[src/rtl/serial_mag_comparator.sv]
`timescale 1ns/1ns
// Bit-serial MSB-first magnitude comparator with a start/done handshake.
// Stops at the first differing bit; SIGNED inverts the sense at the sign bit.
module serial_mag_comparator #(
   parameter int WIDTH  = 8,
   parameter bit SIGNED = 1'b0
) (
   input  logic             clk,
   input  logic             rst,
   input  logic             start,
   input  logic [WIDTH-1:0] A,
   input  logic [WIDTH-1:0] B,
   output logic             busy,
   output logic             done,
   output logic             gt,
   output logic             eq,
   output logic             lt
);

   localparam int            IW      = (WIDTH > 1) ? $clog2(WIDTH) : 1;
   localparam logic [IW-1:0] MSB_IDX = IW'(WIDTH - 1);

   typedef enum logic [1:0] {
      IDLE    = 2'd0,
      COMPARE = 2'd1,
      DONE    = 2'd2
   } state_e;

   state_e           state_q, state_d;
   logic [WIDTH-1:0] a_q, a_d;
   logic [WIDTH-1:0] b_q, b_d;
   logic [IW-1:0]    idx_q, idx_d;
   logic             gt_q, gt_d;
   logic             eq_q, eq_d;
   logic             lt_q, lt_d;

   logic bit_a;
   logic bit_b;

   assign bit_a = a_q[idx_q];
   assign bit_b = b_q[idx_q];

   // NOTE: the operand registers are reset as well, so an aborted compare leaves no stale data behind.
   always_ff @(posedge clk or posedge rst) begin
      if (rst) begin
         state_q <= IDLE;
         a_q     <= '0;
         b_q     <= '0;
         idx_q   <= '0;
         gt_q    <= 1'b0;
         eq_q    <= 1'b0;
         lt_q    <= 1'b0;
      end else begin
         // NOTE: non-blocking updates so every register samples the pre-edge values of the others.
         state_q <= state_d;
         a_q     <= a_d;
         b_q     <= b_d;
         idx_q   <= idx_d;
         gt_q    <= gt_d;
         eq_q    <= eq_d;
         lt_q    <= lt_d;
      end
   end

   always_comb begin
      // NOTE: every target gets a hold default first, so no path leaves a latch behind.
      state_d = state_q;
      a_d     = a_q;
      b_d     = b_q;
      idx_d   = idx_q;
      gt_d    = gt_q;
      eq_d    = eq_q;
      lt_d    = lt_q;

      case (state_q)
         IDLE, DONE: begin
            if (start) begin
               a_d     = A;
               b_d     = B;
               idx_d   = MSB_IDX;
               gt_d    = 1'b0;
               eq_d    = 1'b0;
               lt_d    = 1'b0;
               state_d = COMPARE;
            end else begin
               state_d = IDLE;
            end
         end

         COMPARE: begin
            if (bit_a != bit_b) begin
               // A 1 in the sign position marks the more negative operand.
               if (SIGNED && (idx_q == MSB_IDX)) begin
                  gt_d = bit_b;
                  lt_d = bit_a;
               end else begin
                  gt_d = bit_a;
                  lt_d = bit_b;
               end
               state_d = DONE;
            end else if (idx_q == '0) begin
               eq_d    = 1'b1;
               state_d = DONE;
            end else begin
               idx_d = idx_q - 1'b1;
            end
         end

         default: state_d = IDLE;
      endcase
   end

   always_comb begin
      busy = (state_q == COMPARE);
      done = (state_q == DONE);
      gt   = gt_q;
      eq   = eq_q;
      lt   = lt_q;
   end

endmodule

[config.mk]
export PLATFORM = sky130hd
export DESIGN_NAME = serial_mag_comparator
export DESIGN_NICKNAME = d
export VERILOG_FILES = /design/src/rtl/serial_mag_comparator.sv
export SDC_FILE = /design/constraint.sdc
export NUM_CORES = 1
export LEC_CHECK = 0
export CORE_MARGIN = 2
export CORE_UTILIZATION = 41
export CTS_BUF_LIST = sky130_fd_sc_hd__clkbuf_2
export DETAILED_ROUTE_END_ITERATION = 10
export DONT_BUFFER_PORTS = 1
export MAX_ROUTING_LAYER = met4
export SYNTH_ARGS = -nofsm -noshare
export SYNTH_HDL_FRONTEND = slang
export SYNTH_SLANG_ARGS = --single-unit
[constraint.sdc]
create_clock -name clk -period 2.01 [get_ports clk]
set_input_delay 0.402 -clock clk [delete_from_list [all_inputs] [get_ports clk]]
set_output_delay 0.402 -clock clk [all_outputs]
set_load 0.02 [all_outputs]
==> metrics.txt, run 1 <==
# TYPE chip_impl_metric gauge
chip_impl_info{name="run_status",value="finished, final reports clean"} 1
chip_impl_metric{name="synthCells",unit=""} 88
chip_impl_info{name="worstReg2RegEnd",value="idx_q[2]"} 1
chip_impl_info{name="reg2reg_from",value="idx_q[0]"} 1
chip_impl_metric{name="register_area",unit="µm²"} 601.8
chip_impl_metric{name="maxSlewHeadroom",unit="%"} 73.29
chip_impl_info{name="yosys-top-cells-area",value="sky130_fd_sc_hd__dfrtp_1, sky130_fd_sc_hd__mux2_2, sky130_fd_sc_hd__mux4_2, sky130_fd_sc_hd__mux4_1, sky130_fd_sc_hd__nor2_1"} 1
chip_impl_metric{name="drc_errors",unit=""} 0
chip_impl_metric{name="detail_route.iter0.violations",unit=""} 8
chip_impl_metric{name="num_antenna_cells",unit=""} 0
chip_impl_metric{name="initial_core_util",unit="%"} 42.88
chip_impl_info{name="synthFlopType",value="sky130_fd_sc_hd__dfrtp_1"} 1
chip_impl_info{name="cp-end-kind",value="register"} 1
chip_impl_metric{name="io_pins",unit=""} 24
chip_impl_metric{name="finalInstanceArea",unit="µm²"} 1318
chip_impl_metric{name="initial_antenna_violation_count",unit=""} 0
chip_impl_metric{name="clk_pin_slew",unit="ns"} 0.22
chip_impl_info{name="cpMaxStageDelayCell",value="sky130_fd_sc_hd__mux4_2"} 1
chip_impl_metric{name="fp.dieArea",unit="µm²"} 3329
chip_impl_info{name="type_of_the_most_critical_hold_path",value="input port to register"} 1
chip_impl_metric{name="timing.final.crit_share",unit="%"} 97.85
chip_impl_metric{name="layout-drive-gt1-share",unit="%"} 37.23
chip_impl_metric{name="clock-skew-final",unit="ns"} 0.003010
chip_impl_metric{name="max-clock-path-buffers",unit=""} 2
chip_impl_metric{name="leakage",unit="nW"} 0.5685
chip_impl_metric{name="r2r_cells",unit=""} 5
chip_impl_metric{name="critPathMaxFanout",unit=""} 6
chip_impl_metric{name="period_needed",unit="ns"} 1.967
chip_impl_metric{name="crit_required",unit="ns"} 2.28
chip_impl_metric{name="die_height",unit="µm"} 57.70
chip_impl_metric{name="vias",unit=""} 679
chip_impl_metric{name="setup_violations",unit=""} 0
chip_impl_metric{name="maximum_level_of_the_cts_h_tree",unit=""} 1
chip_impl_metric{name="fmax",unit="MHz"} 508.4
chip_impl_metric{name="whs_path_depth",unit=""} 1
chip_impl_metric{name="grt_remaining_overflow",unit=""} 0
chip_impl_metric{name="die_w",unit="µm"} 57.70
chip_impl_info{name="synth_commonest_cells",value="sky130_fd_sc_hd__dfrtp_1, sky130_fd_sc_hd__mux2_2, sky130_fd_sc_hd__nor2_1, sky130_fd_sc_hd__inv_1, sky130_fd_sc_hd__nand2_1"} 1
chip_impl_metric{name="yosys.cell_types.count",unit=""} 29
chip_impl_metric{name="fp-row-count",unit=""} 19
chip_impl_metric{name="critical_path_buf_inv_count",unit=""} 0
chip_impl_info{name="timing.setup.critical_path_class",value="register to register"} 1
chip_impl_metric{name="nFillCells",unit=""} 270
chip_impl_metric{name="placeableCoreArea",unit="µm²"} 2758
chip_impl_metric{name="netlist.area_leader.share",unit="%"} 50.79
chip_impl_metric{name="detail_route.first_pass.iterations",unit=""} 4
chip_impl_metric{name="hold_viol_final",unit=""} 0
chip_impl_metric{name="mappedNetlistArea",unit="µm²"} 1182
chip_impl_metric{name="total_power",unit="mW"} 2.306
chip_impl_metric{name="critical-path-max-stage-delay",unit="ns"} 0.54
chip_impl_metric{name="async_reset_ff_share",unit="%"} 100.0
chip_impl_metric{name="post_dp_cell_area",unit="µm²"} 1242
chip_impl_metric{name="yosysSeqAreaShare",unit="%"} 50.79
chip_impl_info{name="setup_crit_start_kind",value="register"} 1
chip_impl_metric{name="grt_use_total",unit="%"} 13.44
chip_impl_metric{name="tightest_slew",unit="ns"} 0.3999
chip_impl_metric{name="vias_per_cell",unit=""} 5.432
chip_impl_metric{name="synth-edff-count",unit=""} 0
chip_impl_metric{name="wl_per_cell",unit="µm"} 15.37
chip_impl_metric{name="synth_warnings",unit=""} 0
chip_impl_info{name="grt_setup_unrepaired",value="true"} 1
chip_impl_metric{name="multi_input_area",unit="µm²"} 556.8
chip_impl_metric{name="synthesized_net_count",unit=""} 109
chip_impl_metric{name="clkSinkCount",unit=""} 24
chip_impl_metric{name="grt_start_max_net_pins",unit=""} 25
chip_impl_metric{name="globalplace.congestion",unit=""} 0.7322
chip_impl_metric{name="worst_ep_arrival_time",unit="ns"} 2.24
chip_impl_metric{name="grt_first_pass_wirelength",unit="mm"} 3.305
chip_impl_metric{name="port_buffers",unit=""} 0
chip_impl_metric{name="worst_skew_pair_later_pin_latency",unit="ns"} 0.33
chip_impl_metric{name="finalMaxSlewViolations",unit=""} 0
chip_impl_info{name="timing.critical_path.cells",value="mux4_2 > mux2i_4 > xor2_1 > nand2_1 > a211oi_2"} 1
chip_impl_metric{name="grt_pass1_vias",unit=""} 745
chip_impl_info{name="yosys.area.top_type",value="sky130_fd_sc_hd__dfrtp_1"} 1
chip_impl_metric{name="synth_seq_cells",unit=""} 24
chip_impl_info{name="synth_most_common_cell",value="sky130_fd_sc_hd__dfrtp_1"} 1
chip_impl_info{name="ctsRootBufferMaster",value="sky130_fd_sc_hd__clkbuf_2"} 1
chip_impl_metric{name="drv_cap",unit=""} 0
chip_impl_metric{name="hpwl",unit="mm"} 1.443
chip_impl_info{name="holdPathEnd",value="a_q[5]"} 1
chip_impl_info{name="cp_top_family",value="multiplexers"} 1
chip_impl_metric{name="reg2reg_slack",unit="ns"} 0.04
chip_impl_metric{name="route.antenna.remaining_nets",unit=""} 0
chip_impl_info{name="tritoncts",value="built"} 1
chip_impl_metric{name="area_delta_synth_final",unit="%"} 11.43
chip_impl_metric{name="design.final.nets",unit=""} 116
chip_impl_metric{name="postSynthAreaPerCell",unit="µm²"} 13.44
chip_impl_metric{name="power.density_cell_area",unit="nW/µm²"} 1750
chip_impl_metric{name="cts_buffers",unit=""} 3
chip_impl_info{name="worstHoldStart",value="A[5]"} 1
chip_impl_metric{name="vdd.ir_drop.worst",unit="mV"} 0.9393
chip_impl_metric{name="finalWirelength",unit="mm"} 1.921
what timing repair did:
item / in CTS / in global routing
setup endpoints to repair: 3 / 4
cloned: 0 / 0
resized for setup: 1 / 1
hold endpoints to repair: 24 / 0
setup buffers: 0 / 1
hold buffers: 1 / 0
power breakdown:
group | leakage (nW) | switching [mW] | internal (mW) | total (mW)
clock network | 0.0266 | 0.143 | 0.171 | 0.315
logic | 0.261 | 0.517 | 0.618 | 1.14
registers | 0.281 | 0.156 | 0.700 | 0.856
cell type report:
cell class              instances  share of cell area [%]
flip-flops and latches         24                   45.68
multi-input cells              56                   42.26
repair buffers                  6                   4.558
well taps                      31                   2.944
clock inverters                 1                   2.279
clock buffers                   3                   1.140
inverters                       4                   1.140
sequential cells by signal, indices dropped and copies added, names as in the netlist:
name	cells
state_q	2
lt	1
a_q	8
idx_q	3
gt	1
b_q	8
eq	1
how the worst max path moves through the flow:
stage	startpoint	endpoint	slack (ns)	cells past startpoint
6_report	idx_q[0]	idx_q[2]	0.04	5
5_1_grt	idx_q[0]	idx_q[0]	-0.06	5
4_1_cts	idx_q[0]	idx_q[2]	0.02	5
3_5_place_dp	idx_q[0]	idx_q[2]	-0.03	5
3_3_place_gp	idx_q[0]	idx_q[0]	0.06	5
2_1_floorplan	idx_q[1]	idx_q[2]	0.13	5
stage by stage:
step                      setup WS (ns)  std cells  hold WS (ns)  setup TNS, ns  util (%)
after floorplan                  0.1328         88        0.4166              0         -
after global placement          0.06039        119        0.3544              0     45.05
after detailed placement       -0.02981        119        0.3637       -0.03613     45.05
after CTS                       0.01635        124        0.1615              0     47.10
after global routing           -0.05519        125        0.1355        -0.1511     47.78
final                           0.04321        125        0.1963              0     47.78
metal layers:
layer,vias up,GRT usage [%],routed length [µm]
met2,17,22.73,991
li1,322,-,-
met1,338,15.12,814
met4,0,2.990,13
met5,-,-,0
met3,2,5.134,102
logic make-up after synthesis:
family	count (synthesis)	synth area share, %
mux	24	28.04
flops	24	50.79
simple gates	20	9.101
compound gates	8	4.551
buf+inv	8	3.279
xor+xnor	2	2.117
fa+ha+maj	2	2.116
cell usage in the layout, fill, tap and decap left out, types with 2 or more instances in the layout:
| cell | instances |
|---|---|
| sky130_fd_sc_hd__inv_1 | 4 |
| sky130_fd_sc_hd__mux4_2 | 3 |
| sky130_fd_sc_hd__nand2_1 | 4 |
| sky130_fd_sc_hd__clkbuf_2 | 3 |
| sky130_fd_sc_hd__o21ai_1 | 2 |
| sky130_fd_sc_hd__nor2_1 | 7 |
| sky130_fd_sc_hd__buf_4 | 4 |
| sky130_fd_sc_hd__mux2_2 | 16 |
| sky130_fd_sc_hd__nand2b_1 | 2 |
| sky130_fd_sc_hd__nor2b_1 | 2 |
| sky130_fd_sc_hd__dfrtp_1 | 23 |
| sky130_fd_sc_hd__ha_1 | 2 |
| sky130_fd_sc_hd__a21oi_1 | 2 |
| sky130_fd_sc_hd__mux2i_1 | 2 |
(Power assumes the default switching activity.)
==> inputs of run 2 (changes only) <==
PLACE_DENSITY_LB_ADDON = 0.3   (was default)
==> metrics.txt, run 2 (synthesized netlist as in run 1, its figures left out) <==
# TYPE chip_impl_metric gauge
chip_impl_metric{name="tightest_slew",unit="ns"} 0.3968
chip_impl_metric{name="io_pins",unit=""} 24
chip_impl_metric{name="post-cts-setup-buffers",unit=""} 0
chip_impl_info{name="run_status",value="finished, final reports clean"} 1
chip_impl_info{name="timing.setup.critical_path_class",value="register to register"} 1
chip_impl_info{name="cpMaxStageDelayCell",value="sky130_fd_sc_hd__mux4_2"} 1
chip_impl_metric{name="grt_pass1_vias",unit=""} 777
chip_impl_info{name="timing.critical_path.cells",value="mux4_2 > mux2i_4 > xor2_1 > nand2_1 > a211oi_2"} 1
chip_impl_metric{name="whs_path_depth",unit=""} 1
chip_impl_info{name="worst_setup_path_startpoint",value="idx_q[0]"} 1
chip_impl_metric{name="critical-path-max-stage-delay",unit="ns"} 0.54
chip_impl_metric{name="critPathMaxFanout",unit=""} 5
chip_impl_metric{name="grt_remaining_overflow",unit=""} 0
chip_impl_info{name="holdPathEnd",value="a_q[5]"} 1
chip_impl_metric{name="cts_buffers",unit=""} 3
chip_impl_metric{name="wl_per_cell",unit="µm"} 15.20
chip_impl_metric{name="placement.setup.worst_slack",unit="ns"} 0.03956
chip_impl_metric{name="timing.final.crit_share",unit="%"} 96.29
chip_impl_metric{name="register_area",unit="µm²"} 601.8
chip_impl_metric{name="port_buffers",unit=""} 0
chip_impl_metric{name="multi_input_area",unit="µm²"} 545.5
chip_impl_metric{name="hpwl",unit="mm"} 1.390
chip_impl_metric{name="stdcell_count",unit=""} 124
chip_impl_metric{name="setup_slack",unit="ns"} 0.07465
chip_impl_metric{name="setup_violations",unit=""} 0
chip_impl_metric{name="finalMaxSlewViolations",unit=""} 0
chip_impl_metric{name="period_needed",unit="ns"} 1.935
chip_impl_info{name="layout.cells.most_common",value="sky130_fd_sc_hd__dfrtp_1"} 1
chip_impl_info{name="ctsRootBufferMaster",value="sky130_fd_sc_hd__clkbuf_2"} 1
chip_impl_metric{name="fp-row-count",unit=""} 19
chip_impl_metric{name="grt_use_total",unit="%"} 14.01
chip_impl_metric{name="grt_first_pass_wirelength",unit="mm"} 3.463
chip_impl_metric{name="fmax",unit="MHz"} 516.7
chip_impl_info{name="tritoncts",value="built"} 1
chip_impl_metric{name="clkSinkCount",unit=""} 24
chip_impl_metric{name="design.final.nets",unit=""} 115
chip_impl_metric{name="drc_errors",unit=""} 0
chip_impl_metric{name="hold_ws",unit="ns"} 0.1761
chip_impl_metric{name="finalWirelength",unit="mm"} 1.885
chip_impl_metric{name="vias_per_cell",unit=""} 5.653
chip_impl_info{name="cp-end-kind",value="register"} 1
chip_impl_metric{name="initial_antenna_violation_count",unit=""} 0
chip_impl_metric{name="fp.dieArea",unit="µm²"} 3329
chip_impl_metric{name="maxSlewHeadroom",unit="%"} 73.49
chip_impl_metric{name="globalplace.congestion",unit=""} 0.7455
chip_impl_metric{name="nFillCells",unit=""} 257
chip_impl_metric{name="finalInstanceArea",unit="µm²"} 1286
chip_impl_info{name="grt_setup_unrepaired",value="true"} 1
chip_impl_metric{name="die_height",unit="µm"} 57.70
chip_impl_metric{name="clk_pin_slew",unit="ns"} 0.22
chip_impl_metric{name="route.antenna.remaining_nets",unit=""} 0
chip_impl_metric{name="worst_ep_arrival_time",unit="ns"} 2.23
chip_impl_metric{name="layout-drive-gt1-share",unit="%"} 36.56
chip_impl_metric{name="power.density_cell_area",unit="nW/µm²"} 1706
chip_impl_metric{name="vias",unit=""} 701
chip_impl_metric{name="grt_start_max_net_pins",unit=""} 25
chip_impl_metric{name="leakage",unit="nW"} 0.5585
chip_impl_metric{name="initial_core_util",unit="%"} 42.88
chip_impl_metric{name="dpl.cell_count",unit=""} 119
chip_impl_metric{name="post_dp_cell_area",unit="µm²"} 1230
chip_impl_metric{name="reg2reg_slack",unit="ns"} 0.07
chip_impl_info{name="reg.largest.list",value="a_q x8, b_q x8, idx_q x3"} 1
chip_impl_metric{name="r2r_cells",unit=""} 5
chip_impl_metric{name="drv_cap",unit=""} 0
chip_impl_info{name="final_cell_mix",value="sky130_fd_sc_hd__dfrtp_1, sky130_fd_sc_hd__mux2_2, sky130_fd_sc_hd__nor2_1"} 1
chip_impl_metric{name="detail_route.iter0.violations",unit=""} 27
chip_impl_metric{name="crit_required",unit="ns"} 2.30
chip_impl_metric{name="maximum_level_of_the_cts_h_tree",unit=""} 1
chip_impl_metric{name="num_antenna_cells",unit=""} 0
chip_impl_metric{name="die_w",unit="µm"} 57.70
chip_impl_info{name="setup_crit_start_kind",value="register"} 1
chip_impl_metric{name="worst_skew_pair_later_pin_latency",unit="ns"} 0.35
chip_impl_info{name="type_of_the_most_critical_hold_path",value="input port to register"} 1
chip_impl_metric{name="area_delta_synth_final",unit="%"} 8.783
chip_impl_info{name="reg2reg_from",value="idx_q[0]"} 1
chip_impl_metric{name="hold_viol_final",unit=""} 0
chip_impl_info{name="worstReg2RegEnd",value="idx_q[2]"} 1
chip_impl_metric{name="max-clock-path-buffers",unit=""} 2
chip_impl_metric{name="detail_route.first_pass.iterations",unit=""} 4
chip_impl_metric{name="vdd.ir_drop.worst",unit="mV"} 1.128
chip_impl_metric{name="clock-skew-final",unit="ns"} 0.008045
chip_impl_info{name="worstHoldStart",value="A[5]"} 1
chip_impl_metric{name="placeableCoreArea",unit="µm²"} 2758
-- run 2: cell count changes in the layout (fill, tap and decap cells not counted), sizes merged --
cell / previous run / this run
buf: 5 / 4
-- run 2: layer usage --
metal	GRT usage, %	routed length, µm
met1	17.25	820
met2	21.10	918
met3	5.804	118
met4	4.319	27
met5	-	0
-- run 2: critical path: cells and delay by family (launching register included) --
kind	cells	cell delay (ns)
multiplexers	2	0.80
flip-flops	1	0.48
AO/OA/AOI/OAI	1	0.19
XOR/XNOR	1	0.30
AND/OR/NAND/NOR	1	0.11
-- run 2: cell type report --
cell class	instances	share of cell area (%)
clock inverter	1	2.335
sequential	24	46.79
tap	31	3.016
clock buffer	3	1.167
multi-input combinational	56	42.41
timing repair buffer	5	3.113
inverter	4	1.167
-- run 2: timing repair --
action / in CTS / in global routing
gates resized for setup: 0 / 1
hold endpoints to repair: 24 / 0
setup endpoints to repair: 0 / 5
hold buffers: 1 / 0
-- run 2: how the worst max path moves through the flow --
stage               endpoint  slack (ns)  cells past startpoint
finish              idx_q[2]        0.07                      5
global route        idx_q[0]       -0.05                      5
CTS                 idx_q[2]       0.009                      5
detailed placement  idx_q[2]        0.04                      5
global placement    idx_q[0]        0.10                      5
floorplan           idx_q[2]        0.13                      5
-- run 2: metrics by stage --
step | setup TNS (ns) | util (%) | power [mW]
2_1_floorplan | 0 | - | 1.725
3_3_place_gp | 0 | 44.60 | 1.862
3_5_place_dp | 0 | 44.60 | 1.897
4_1_cts | 0 | 46.60 | 2.223
5_1_grt | -0.06647 | 46.64 | 2.371
6_report | 0 | 46.64 | 2.194
-- run 2: where the power goes --
| part | leakage, nW | switching, mW | internal [mW] | total, mW |
|---|---|---|---|---|
| registers | 0.281 | 0.159 | 0.700 | 0.859 |
| logic | 0.251 | 0.478 | 0.538 | 1.02 |
| clock network | 0.0266 | 0.147 | 0.171 | 0.319 |
| total | 0.559 | 0.785 | 1.41 | 2.19 |
